## src/rtl/demux_rr_scheduler.sv

```systemverilog
`default_nettype none
// ============================================================================
// Module      : demux_rr_scheduler
// Description : Upstream scheduler for a 3-bit demultiplexer (sel, a -> f[7:0]).
//               Takes single-bit items over a valid/ready handshake, assigns
//               each to the next enabled channel in round-robin order, drives
//               sel/a for DWELL cycles, then holds sel with a=0 for GAP cycles
//               before it can accept the next item.
// Ports       : clk       - rising-edge clock
//               rst       - synchronous active-high reset
//               in_valid  - upstream item valid
//               in_data   - item value to route
//               in_ready  - scheduler can accept an item this cycle (comb.)
//               chan_mask - per-channel enable, bit i enables channel i
//               sel       - registered channel select to the demux
//               a         - registered data to the demux
//               busy      - registered, high whenever not idle
// Revision    : 1.0 - initial release
// ============================================================================
module demux_rr_scheduler #(
    parameter int DWELL = 4,
    parameter int GAP   = 1,
    parameter int CNT_W = 8
) (
    input  logic       clk,
    input  logic       rst,
    input  logic       in_valid,
    input  logic       in_data,
    output logic       in_ready,
    input  logic [7:0] chan_mask,
    output logic [2:0] sel,
    output logic       a,
    output logic       busy
);

    localparam logic [1:0] c_st_idle  = 2'd0;
    localparam logic [1:0] c_st_drive = 2'd1;
    localparam logic [1:0] c_st_gap   = 2'd2;

    localparam logic [CNT_W-1:0] c_dwell_ld = CNT_W'(DWELL - 1);
    localparam logic [CNT_W-1:0] c_gap_ld   = CNT_W'((GAP > 0) ? (GAP - 1) : 0);
    localparam bit               c_has_gap  = (GAP > 0);

    logic [1:0]       r_state;
    logic [2:0]       r_ptr;
    logic [CNT_W-1:0] r_cnt;
    logic [2:0]       r_sel;
    logic             r_a;
    logic             r_busy;

    logic [2:0]       w_nxt;
    logic             w_accept;

    // Round-robin search: offsets are scanned from farthest (ptr+8 == ptr)
    // to nearest (ptr+1), so the nearest enabled channel overwrites the
    // others and wins. With no bit set the result is unused (in_ready=0).
    always_comb begin
        w_nxt = r_ptr;
        for (int i = 8; i >= 1; i--) begin
            if (chan_mask[3'(r_ptr + 3'(i))]) begin
                w_nxt = 3'(r_ptr + 3'(i));
            end
        end
    end

    assign in_ready = (r_state == c_st_idle) && (chan_mask != 8'd0) && !rst;
    assign w_accept = in_valid && in_ready;

    always_ff @(posedge clk) begin
        if (rst) begin
            r_state <= c_st_idle;
            r_sel   <= 3'd0;
            r_a     <= 1'b0;
            r_busy  <= 1'b0;
            r_ptr   <= 3'd7;
            r_cnt   <= '0;
        end else begin
            case (r_state)
                c_st_idle: begin
                    if (w_accept) begin
                        r_sel   <= w_nxt;
                        r_ptr   <= w_nxt;
                        r_a     <= in_data;
                        r_cnt   <= c_dwell_ld;
                        r_busy  <= 1'b1;
                        r_state <= c_st_drive;
                    end else begin
                        r_a <= 1'b0;
                    end
                end
                c_st_drive: begin
                    if (r_cnt != '0) begin
                        r_cnt <= r_cnt - CNT_W'(1);
                    end else begin
                        r_a <= 1'b0;
                        if (c_has_gap) begin
                            r_cnt   <= c_gap_ld;
                            r_state <= c_st_gap;
                        end else begin
                            r_busy  <= 1'b0;
                            r_state <= c_st_idle;
                        end
                    end
                end
                c_st_gap: begin
                    if (r_cnt != '0) begin
                        r_cnt <= r_cnt - CNT_W'(1);
                    end else begin
                        r_busy  <= 1'b0;
                        r_state <= c_st_idle;
                    end
                end
                default: begin
                    r_a     <= 1'b0;
                    r_busy  <= 1'b0;
                    r_state <= c_st_idle;
                end
            endcase
        end
    end

    assign sel  = r_sel;
    assign a    = r_a;
    assign busy = r_busy;

endmodule
`default_nettype wire

```

## config.mk

```make
export PLATFORM = sky130hd
export DESIGN_NAME = demux_rr_scheduler
export DESIGN_NICKNAME = d
export VERILOG_FILES = /design/src/rtl/demux_rr_scheduler.sv
export SDC_FILE = /design/constraint.sdc
export NUM_CORES = 1
export LEC_CHECK = 0
export BUFFER_PORTS_ARGS = -buffer_cell sky130_fd_sc_hd__buf_2
export CAP_MARGIN = 20
export CORE_ASPECT_RATIO = 2
export CORE_MARGIN = 5
export CORE_UTILIZATION = 39
export DETAILED_ROUTE_END_ITERATION = 10
export HOLD_SLACK_MARGIN = 0.15
export PLACE_DENSITY_LB_ADDON = 0.12
export SETUP_SLACK_MARGIN = 0.4
export SLEW_MARGIN = 40
export SYNTH_ARGS = -nofsm -noshare
export SYNTH_HDL_FRONTEND = slang
export SYNTH_SLANG_ARGS = --single-unit
```

## constraint.sdc

```tcl
create_clock -name clk -period 3.6 [get_ports clk]
set_input_delay 0.54 -clock clk [delete_from_list [all_inputs] [get_ports clk]]
set_output_delay 0.54 -clock clk [all_outputs]
set_load 0.02 [all_outputs]
```

# ---- After elaboration in Yosys (flattened, before gate mapping)
# Index checks and enable logic that the tools add are counted.
dict set report word_totals {
  register_bits 18
  elab_cells 76
  input_bits 12
}
dict set report classes {
  eq_ne 6
  bitwise_logic 2
  n_addsub 8
  reduce_logical 13
  order_cmp 7
  muxes 34
}
# cell count
set op_table {}
lappend op_table {{< comparator 3 x 4 -> 1 bit, second input constant} 7}
lappend op_table {{two-way mux 8 bit} 3}
lappend op_table {{case mux 8 bit (3 select lines)} 1}
lappend op_table {{binary-select mux 1 bit (select 3 bit)} 7}
lappend op_table {{two-way mux 3 bit} 7}
lappend op_table {{nonzero test 8 bit} 2}
lappend op_table {{adder 3 bit, second input constant} 4}
lappend op_table {{two-way mux 1 bit} 10}
lappend op_table {{AND reduction 3 bit} 3}
lappend op_table {{inequality test 2 bit, second input constant} 4}
lappend op_table {{subtractor 8 x 1 -> 8 bit, second input constant} 1}
lappend op_table {{adder 3 x 2 -> 3 bit, second input constant} 2}
lappend op_table {{two-way mux 2 bit} 3}
lappend op_table {{case mux 1 bit (3 select lines)} 2}
lappend op_table {{case mux 2 bit (3 select lines)} 1}
lappend op_table {{AND reduction 2 bit} 2}
lappend op_table {{adder 3 x 1 -> 3 bit, second input constant} 1}
lappend op_table {{logical AND 1 bit} 3}
lappend op_table {{nonzero test 3 bit} 1}
lappend op_table {{equality test 2 x 1 -> 1 bit, second input constant} 1}
lappend op_table {{equality test 2 bit, second input constant} 1}
lappend op_table {{zero test 2 bit} 1}
lappend op_table {{NOT 1 bit} 2}
lappend op_table {{zero test 1 bit} 1}

# ---- Logic depth before layout (Yosys ltp)
# Gate-level depths: netlist (run 1).
dict set report depth {
  ltp_word 10
  ltp_mapped 13
  depth_no_buf 8
}

# ---- Worst setup path after synthesis (run 1)
# No wires, ideal clock.
dict set report synth_timing {
  kind {register -> register}
  startpoint {reg r_ptr[0]}
  endpoint {reg r_sel[0], in the netlist sel[0]}
  setup_ps 106
  path_stages_with_launch 14
  slack_ps 379
  arrival_time_ps 3115
  cell_sequence {dfxtp_1 buf_2 buf_1 buf_2 inv_1 ha_1 clkbuf_1 buf_1 mux2i_1 nand3_1 o211ai_1 o211a_1 nor2_1 o311ai_0}
}
dict set report synth_via {
  elab_chain_len 10
  word_cells_on_any_way 28
  cone_classes {7 x add/sub; 21 x mux}
}
# item line
set synth_lines {}
lappend synth_lines {{from (decl)} 45} ;# logic [2:0] r_ptr;
lappend synth_lines {{from (signal assigned)} 82} ;# r_ptr <= w_nxt;
lappend synth_lines {{adder 3 bit} {60, 61}}
lappend synth_lines {{binary-select mux 1 bit (select 3 bit)} 60} ;# if (chan_mask[3'(r_ptr + 3'(i))]) begin
lappend synth_lines {{two-way mux 1 bit (implied by the code)} 60}
lappend synth_lines {{two-way mux 3 bit (6 in series)} 60}
lappend synth_lines {{two-way mux 3 bit (*)} 60}
lappend synth_lines {{to (signal assigned)} 81} ;# r_sel <= w_nxt;
lappend synth_lines {{to (decl)} 47} ;# logic [2:0] r_sel;
# Mark *: on every way between the ends. The rest lies on a longest branch, timed or not. The select of a mux whose other input is x is not followed.
# A chain may end at the register's enable or synchronous reset.

# ---- Worst setup path after layout (run 1)
dict set report layout_timing {
  startpoint {reg r_ptr[1]}
  endpoint {reg r_sel[1], in the netlist sel[1]}
}
# The elaborated chain is that of the path after synthesis.

==> impl_results.md, run 1 <==
* Status: finished, final reports clean
* Largest net degree at the start of global routing at 26
* Ant. Diodes at 0
* CP peak stage delay at 0.65 ns
* Core footprint at approximately 4600 um^2
* Register area share after synthesis at 19.9%
* Gate Count Post-Synth at 223
* Crit Path Max Fanout at 15
* Final WL at between 5 and 6 mm
* CP Data Required Time at 3.73 ns
* DP Wirelength at a little under 4 mm
* H-tree levels at 1
* Worst Hold Class: reg -> reg
* WP data arrival at 2.85 ns
* WL per Instance at 17.3 um
* Syn nets at about 240
* Max-slew headroom at the worst pin at 60.8%
* Register area at 360 um^2
* Congestion Overflow GR at 0
* TritonCTS clock tree: yes
* Levels on crit path at 8
* Global-route wire length before repair at 8.38 mm
* RSZ-0062 raised after global routing: false
* PD cells at about 820 nW/um^2
* Max-cap viol count at 0
* Final ANT Viol Nets at 0
* Synth top area share at 19.9%
* Final Slew Violations at 0
* Yosys reg bits at 18
* Vias in the first global route at 1,707
* Initial drt markers at 36
* Crit path kind: reg -> reg
* Clock Tree Root: clkbuf_8
* Fill cells at between 400 and 500
* Clock buffer depth at 2
* CP bufs+invs at 1
* Crit-path cells: inv_1, ha_1, mux4_2, nor2b_1, a2111oi_0, a21oi_1, o221ai_1, a31oi_1
* Area Overhead vs Synth at 9.41%
* Slew @ Worst Pin at 0.587 ns
* Share of layout cells above drive strength 1 at 18.8%
* Fin Setup TNS at 0 ns
* Mean post-synth cell area at 8.11 um^2
* Cells taking the most area after synthesis: dfxtp_1 (20%), mux4_2 (10%), mux2i_1 (6.6%)
* IO Count at 18
* Hold depth at 2
* Reg2reg path depth at 8
* Most numerous cell in the Yosys netlist: nor2_1
* Reg2Reg Setup Slack at 0.89 ns
* Clk pin slew, worst setup/hold paths at about 0.070 ns
* Area leader, netlist: dfxtp_1
* Setup repair bufs after CTS at 0
* Cts hold-fix bufs at 0
* Synthesized area at 1810 um^2
* Post-route minimum period at ~2.7 ns
* Chip Width at 58.2 um
* Top_reg_cell synth: dfxtp_1
* LEAKAGE at 0.818 nW
* Synth cell types at 47
* Initial antenna violation count at 0
* Site Rows at 35
* Via count at 1,724
* Commonest cells in the netlist: nor2_1 (25), a21oi_1 (19), dfxtp_1 (18)
* Post-CTS Resized at 0
* Final Setup Violations at 0
* EDFF count, synth at 0
* Hold Fails Final Rpt at 0
* TritonRoute pass-1 iters at 4
* Worst Setup Start Kind: flip-flop
* Worst-skew pair later-pin latency at 0.26 ns
* Remaining DRCs at 0
* GRT Total Usage at 17.5%
* Die area at 6180 um^2
* Top Family by Delay on Critical Path: compound AO/OA/AOI/OAI gates
* Slowest-stage cell, CP: ha_1
* DR vias/cell at 5.97
* Nets@finish at roughly 260
* Initial Util at about 40%
* Final Util at 43.5%
* Area occupied by multi-input gates at between 1000 and 1500 um^2
* Clk_skew at 0.00407 ns
* Synthesis Warnings at 0
* Worst Setup End Kind: flip-flop
* Fin crit share at 75.4%
* Number of port buffers at 17
* CTS Sinks at 18
* DIE HEIGHT at 106 um
* Max Freq at 368 MHz
* Fraction of registers with async set/reset at 0%
* RePlAce Congestion at 0.916
* Max IR drop VDD at 0.456 mV
* Num CTS Buffers at 3
[cell type report]
cell class              instances  share of cell area (%)
repair buffers                 20                    5.44
flip-flops and latches         18                    18.2
inverters                      14                    2.65
well taps                      55                    3.48
multi-input cells             178                    67.4
clock buffers                   4                    2.78
[worst min-delay path, cell delays in order (launching register included)]
cell,delay [ns]
dfxtp_1,0.31
nand2_1,0.06
a21oi_1,0.05
[routing by layer]
layer  vias to the layer above  global-route usage [%]  wire (um)  share of wire, %
met4                         0                    9.12        206               4.1
met3                        13                    1.94        113               2.3
met1                       824                    17.9       1760                35
li1                        852                       -          -                 -
met5                         -                       0          0                 0
met2                        35                    33.1       2930                59
[report_power, final]
group / switching [W] / leakage (nW) / internal, W
registers: 0.0000587 / 0.148 / 0.000270
clock network: 0.0000723 / 0.0288 / 0.0000973
logic: 0.000655 / 0.641 / 0.000472
total: 0.000786 / 0.818 / 0.000840
[path summary, 6_finish.rpt]
kind | end | start
setup / recovery | sel[1]$_SDFFE_PP0P_ | r_ptr[1]$_SDFFE_PP1P_
hold / removal | a$_SDFFE_PP0P_ | a$_SDFFE_PP0P_
setup reg to reg | sel[1]$_SDFFE_PP0P_ | r_ptr[1]$_SDFFE_PP1P_
hold reg to reg | a$_SDFFE_PP0P_ | a$_SDFFE_PP0P_
[state kept, by name (all words and copies together) (netlist names)]
register	count
a	1
r_state	2
busy	1
r_cnt	8
sel	3
r_ptr	3
[logic make-up (layout without fill, tap and decap cells)]
logic type               count (synthesis)  in the layout  synth area share (%)
AND/OR/NAND/NOR                         63             63                  16.7
multiplexers                            27             27                  21.0
XOR/XNOR                                 8              8                  3.87
AO/OA/AOI/OAI                           71             71                  26.1
buffers and inverters                   27             38                  6.29
flip-flops                              18             18                  19.9
adder cells (fa/ha/maj)                  9              9                  6.22
[per-stage QoR]
step	worst slack (ns)	instances	total power, W	cell area, um^2	hold WS, ns
3_3_place_gp	0.960	285	0.00147	1920	0.443
5_1_grt	0.631	289	0.00180	1980	0.502
3_5_place_dp	0.885	285	0.00147	1920	0.452
4_1_cts	0.891	289	0.00165	1980	0.465
6_report	0.886	289	0.00163	1980	0.465
2_1_floorplan	0.559	223	0.00123	1810	0.467
[cells in the final DEF, fill, tap and decap left out, types with 4 or more instances in the layout]
cell type,n
mux2i_1,12
inv_1,14
nor2_1,25
a211oi_1,5
dfxtp_1,18
nand2_1,13
o211ai_1,6
ha_1,9
buf_2,17
nor2b_1,4
nand3_1,9
o21ai_0,12
a31oi_1,5
clkbuf_8,4
mux2_2,7
a21oi_1,19
xor2_1,5
mux4_2,8
No activity file was read; power rests on OpenSTA's default activity.
==> run 2: changes to the inputs <==
Settings changed: ABC_AREA set to 1.
Clock period 3.6 ns to 2.3 ns, I/O delays scaled along.
==> impl_results.md, run 2 <==
* Status: finished, final reports clean
* Vias in the first global route at 1,515 (-11%)
* Fin Setup TNS at 0 ns (unchanged)
* Largest net degree at the start of global routing at 12 (-54%)
* Top Family by Delay on Critical Path: simple AND/OR/NAND/NOR gates
* EDFF count, synth at 0 (unchanged)
* Number of flip-flops in the largest register at 8 (unchanged)
* Initial drt markers at 32 (-11%)
* Reg2Reg Setup Slack at 0.49 ns (-0.40 ns)
* DP Wirelength at 3.41 mm (-14%)
* Die area at 5370 um^2 (-13%)
* LEAKAGE at 0.925 nW (+13%)
* PnR worst setup slack at 0.486 ns (-0.400 ns)
* Gate Count Post-Synth at 230 (+3.1%)
* Max Freq at 551 MHz (+50%)
* Num CTS Buffers at 3 (unchanged)
* Final ANT Viol Nets at 0 (unchanged)
* Final Setup Violations at 0 (unchanged)
* Worst R2R Start: r_ptr[0]$_SDFFE_PP1P_
* CTS Sinks at 18 (unchanged)
* Synth top area share at 23.5% (+3.5 points)
* Pre-CTS setup slack at 0.360 ns (-0.525 ns)
* Slew @ Worst Pin at 0.411 ns (-0.176 ns)
* Final Util at 49.7% (+6.3 points)
* Commonest non-fill, non-tap cell in the layout: nand2_1
* DR vias/cell at 5.01 (-16%)
* Chip Width at 54.4 um (-6.5%)
* Clock buffer depth at 2 (unchanged)
* Max-cap viol count at 0 (unchanged)
* Cells taking the most area after synthesis: dfxtp_1 (23%), nand2_1 (14%), nand3_1 (8.8%)
* Hold Fails Final Rpt at 0 (unchanged)
* Register area share after synthesis at 23.5% (+3.5 points)
* Via count at 1,548 (-10%)
* IO Count at 18 (unchanged)
* Top_reg_cell synth: dfxtp_1
* Crit-path cells: clkinv_8, ha_4, buf_6, nand3_4, nand3_4, nand2_4, inv_2, nand2_1, nand2_1, nand2_1, nand2_1, nand2_1, nand2_1, nand3_2, a21oi_2
* WP data arrival at 2.01 ns (-0.84 ns)
* Slowest-stage cell, CP: dfxtp_4
* Initial antenna violation count at 0 (unchanged)
* Remaining DRCs at 0 (unchanged)
* Synth cell types at 28 (-40%)
* Critical Path Source: r_ptr[0]$_SDFFE_PP1P_
* Worst Setup End Kind: flip-flop
* Syn nets at 251 (+2.9%)
* Number of port buffers at 17 (unchanged)
* H-tree levels at 1 (unchanged)
* TritonRoute pass-1 iters at 4 (unchanged)
* Max IR drop VDD at 0.731 mV (+60%)
* Nets@finish at 280 (+9.4%)
* Initial Util at 40.0% (+0.25 points)
* DIE HEIGHT at 98.8 um (-7.1%)
* Fill cells at 436 (-12%)
* Hold Crit Start: in_data
* PD cells at 1350 nW/um^2 (+64%)
* Max-slew headroom at the worst pin at 72.3% (+12 points)
* Synthesized area at 1540 um^2 (-15%)
* Core footprint at 3840 um^2 (-16%)
* GRT Total Usage at 16.3% (-1.3 points)
* Most frequent cells in the layout: nand2_1 (56), nand3_1 (22), inv_1 (21)
* Hold_ws at 0.329 ns (-0.136 ns)
* RePlAce Congestion at 0.824 (-10%)
* Crit path kind: reg -> reg
* Commonest cells in the netlist: nand2_1 (58), nand3_1 (27), inv_1 (24)
* Site Rows at 32 (-8.6%)
* Final Slew Violations at 0 (unchanged)
* Crit Path Max Fanout at 7 (-8)
* Clk_skew at 0.00228 ns (-0.00179 ns)
* Ant. Diodes at 0 (unchanged)
* Largest reg by FF count: r_cnt
* Yosys reg bits at 18 (unchanged)
* Most numerous cell in the Yosys netlist: nand2_1
* Clk pin slew, worst setup/hold paths at 0.07 ns (about the same)
* Synthesis Warnings at 0 (unchanged)
* WL per Instance at 13.4 um (-23%)
* Most common cell on crit path: nand2_1
* Share of layout cells above drive strength 1 at 35.3% (+16 points)
* CP Data Required Time at 2.49 ns (-1.24 ns)
* Clock Tree Root: clkbuf_8
* Area leader, netlist: dfxtp_1
* Worst Setup Start Kind: flip-flop
* Area Overhead vs Synth at 24.4%
* Fin crit share at 78.9% (+3.5 points)
* TritonCTS clock tree: yes
* Worst-skew pair later-pin latency at 0.26 ns (about the same)
* CP bufs+invs at 3 (+2)
* Cts hold-fix bufs at 0 (unchanged)
* CP peak stage delay at 0.40 ns (-0.25 ns)
* Worst Hold Class: in -> reg
* Mean post-synth cell area at 6.68 um^2 (-18%)
* Congestion Overflow GR at 0 (unchanged)
* Post-route minimum period at 1.81 ns (-0.900 ns)
* Fraction of registers with async set/reset at 0% (unchanged)
* RSZ-0062 raised after global routing: true
* Final WL at 4.14 mm (-17%)
* Global-route wire length before repair at 6.51 mm (-22%)
run 2: where the power goes:
group	leakage (nW)	switching, W	total [W]	internal [W]
clock network	0.0288	0.000109	0.000261	0.000152
registers	0.147	0.0000848	0.000515	0.000430
logic	0.749	0.00113	0.00181	0.000673
run 2: logic make-up after synthesis:
logic type      count (synthesis)  share of synthesized area (%)
buf+inv                        35                           11.1
xor+xnor                        4                           2.28
simple gates                  132                           43.4
fa+ha+maj                       9                           7.33
compound gates                 32                           12.5
flops                          18                           23.5
run 2: path summary, 6_finish.rpt:
path / depth (start not counted) / endpoint
worst min register to register: 2 / r_cnt[2]$_SDFFE_PP0P_
worst min-delay path: 3 / a$_SDFFE_PP0P_
worst max register to register: 15 / sel[0]$_SDFFE_PP0P_
worst max-delay path: 15 / sel[0]$_SDFFE_PP0P_
run 2: repair_timing:
item	CTS	global route
endpoints found under the setup margin	5	14
buffers inserted	0	8
pin swaps	0	9
resized for setup	1	30
hold endpoints to repair	0	0
gates cloned	0	0
run 2: worst register-to-register path, stage by stage (launching register included):
cell and delay, ns:
dfxtp_4 0.40, clkinv_8 0.07, ha_4 0.34, buf_6 0.12, nand3_4 0.07, nand3_4 0.10, nand2_4 0.06, inv_2 0.04
nand2_1 0.05, nand2_1 0.05, nand2_1 0.05, nand2_1 0.09, nand2_1 0.06, nand2_1 0.06, nand3_2 0.07, a21oi_2 0.13
run 2: final cells by class:
cell class	count	area, um^2	area share [%]
well taps	51	63.8	3.34
flip-flops and latches	18	367	19.2
clock buffers	4	55.1	2.88
repair buffers	28	171	8.97
inverters	31	141	7.40
multi-input cells	177	1110	58.2
run 2: metrics by stage:
step           total power [W]  instance area (um^2)  std cells
2_1_floorplan          0.00178                  1550        230
3_5_place_dp           0.00212                  1670        297
3_3_place_gp           0.00213                  1670        297
6_report               0.00258                  1910        309
4_1_cts                0.00239                  1730        301
5_1_grt                0.00284                  1910        309
run 2: layer usage:
metal / track usage [%] / wire [um] / vias up
met5: 0 / 0 / -
met4: 8.45 / 174 / 0
met3: 0.756 / 94 / 12
met2: 33.2 / 2450 / 33
met1: 13.8 / 1420 / 694
li1: - / - / 809
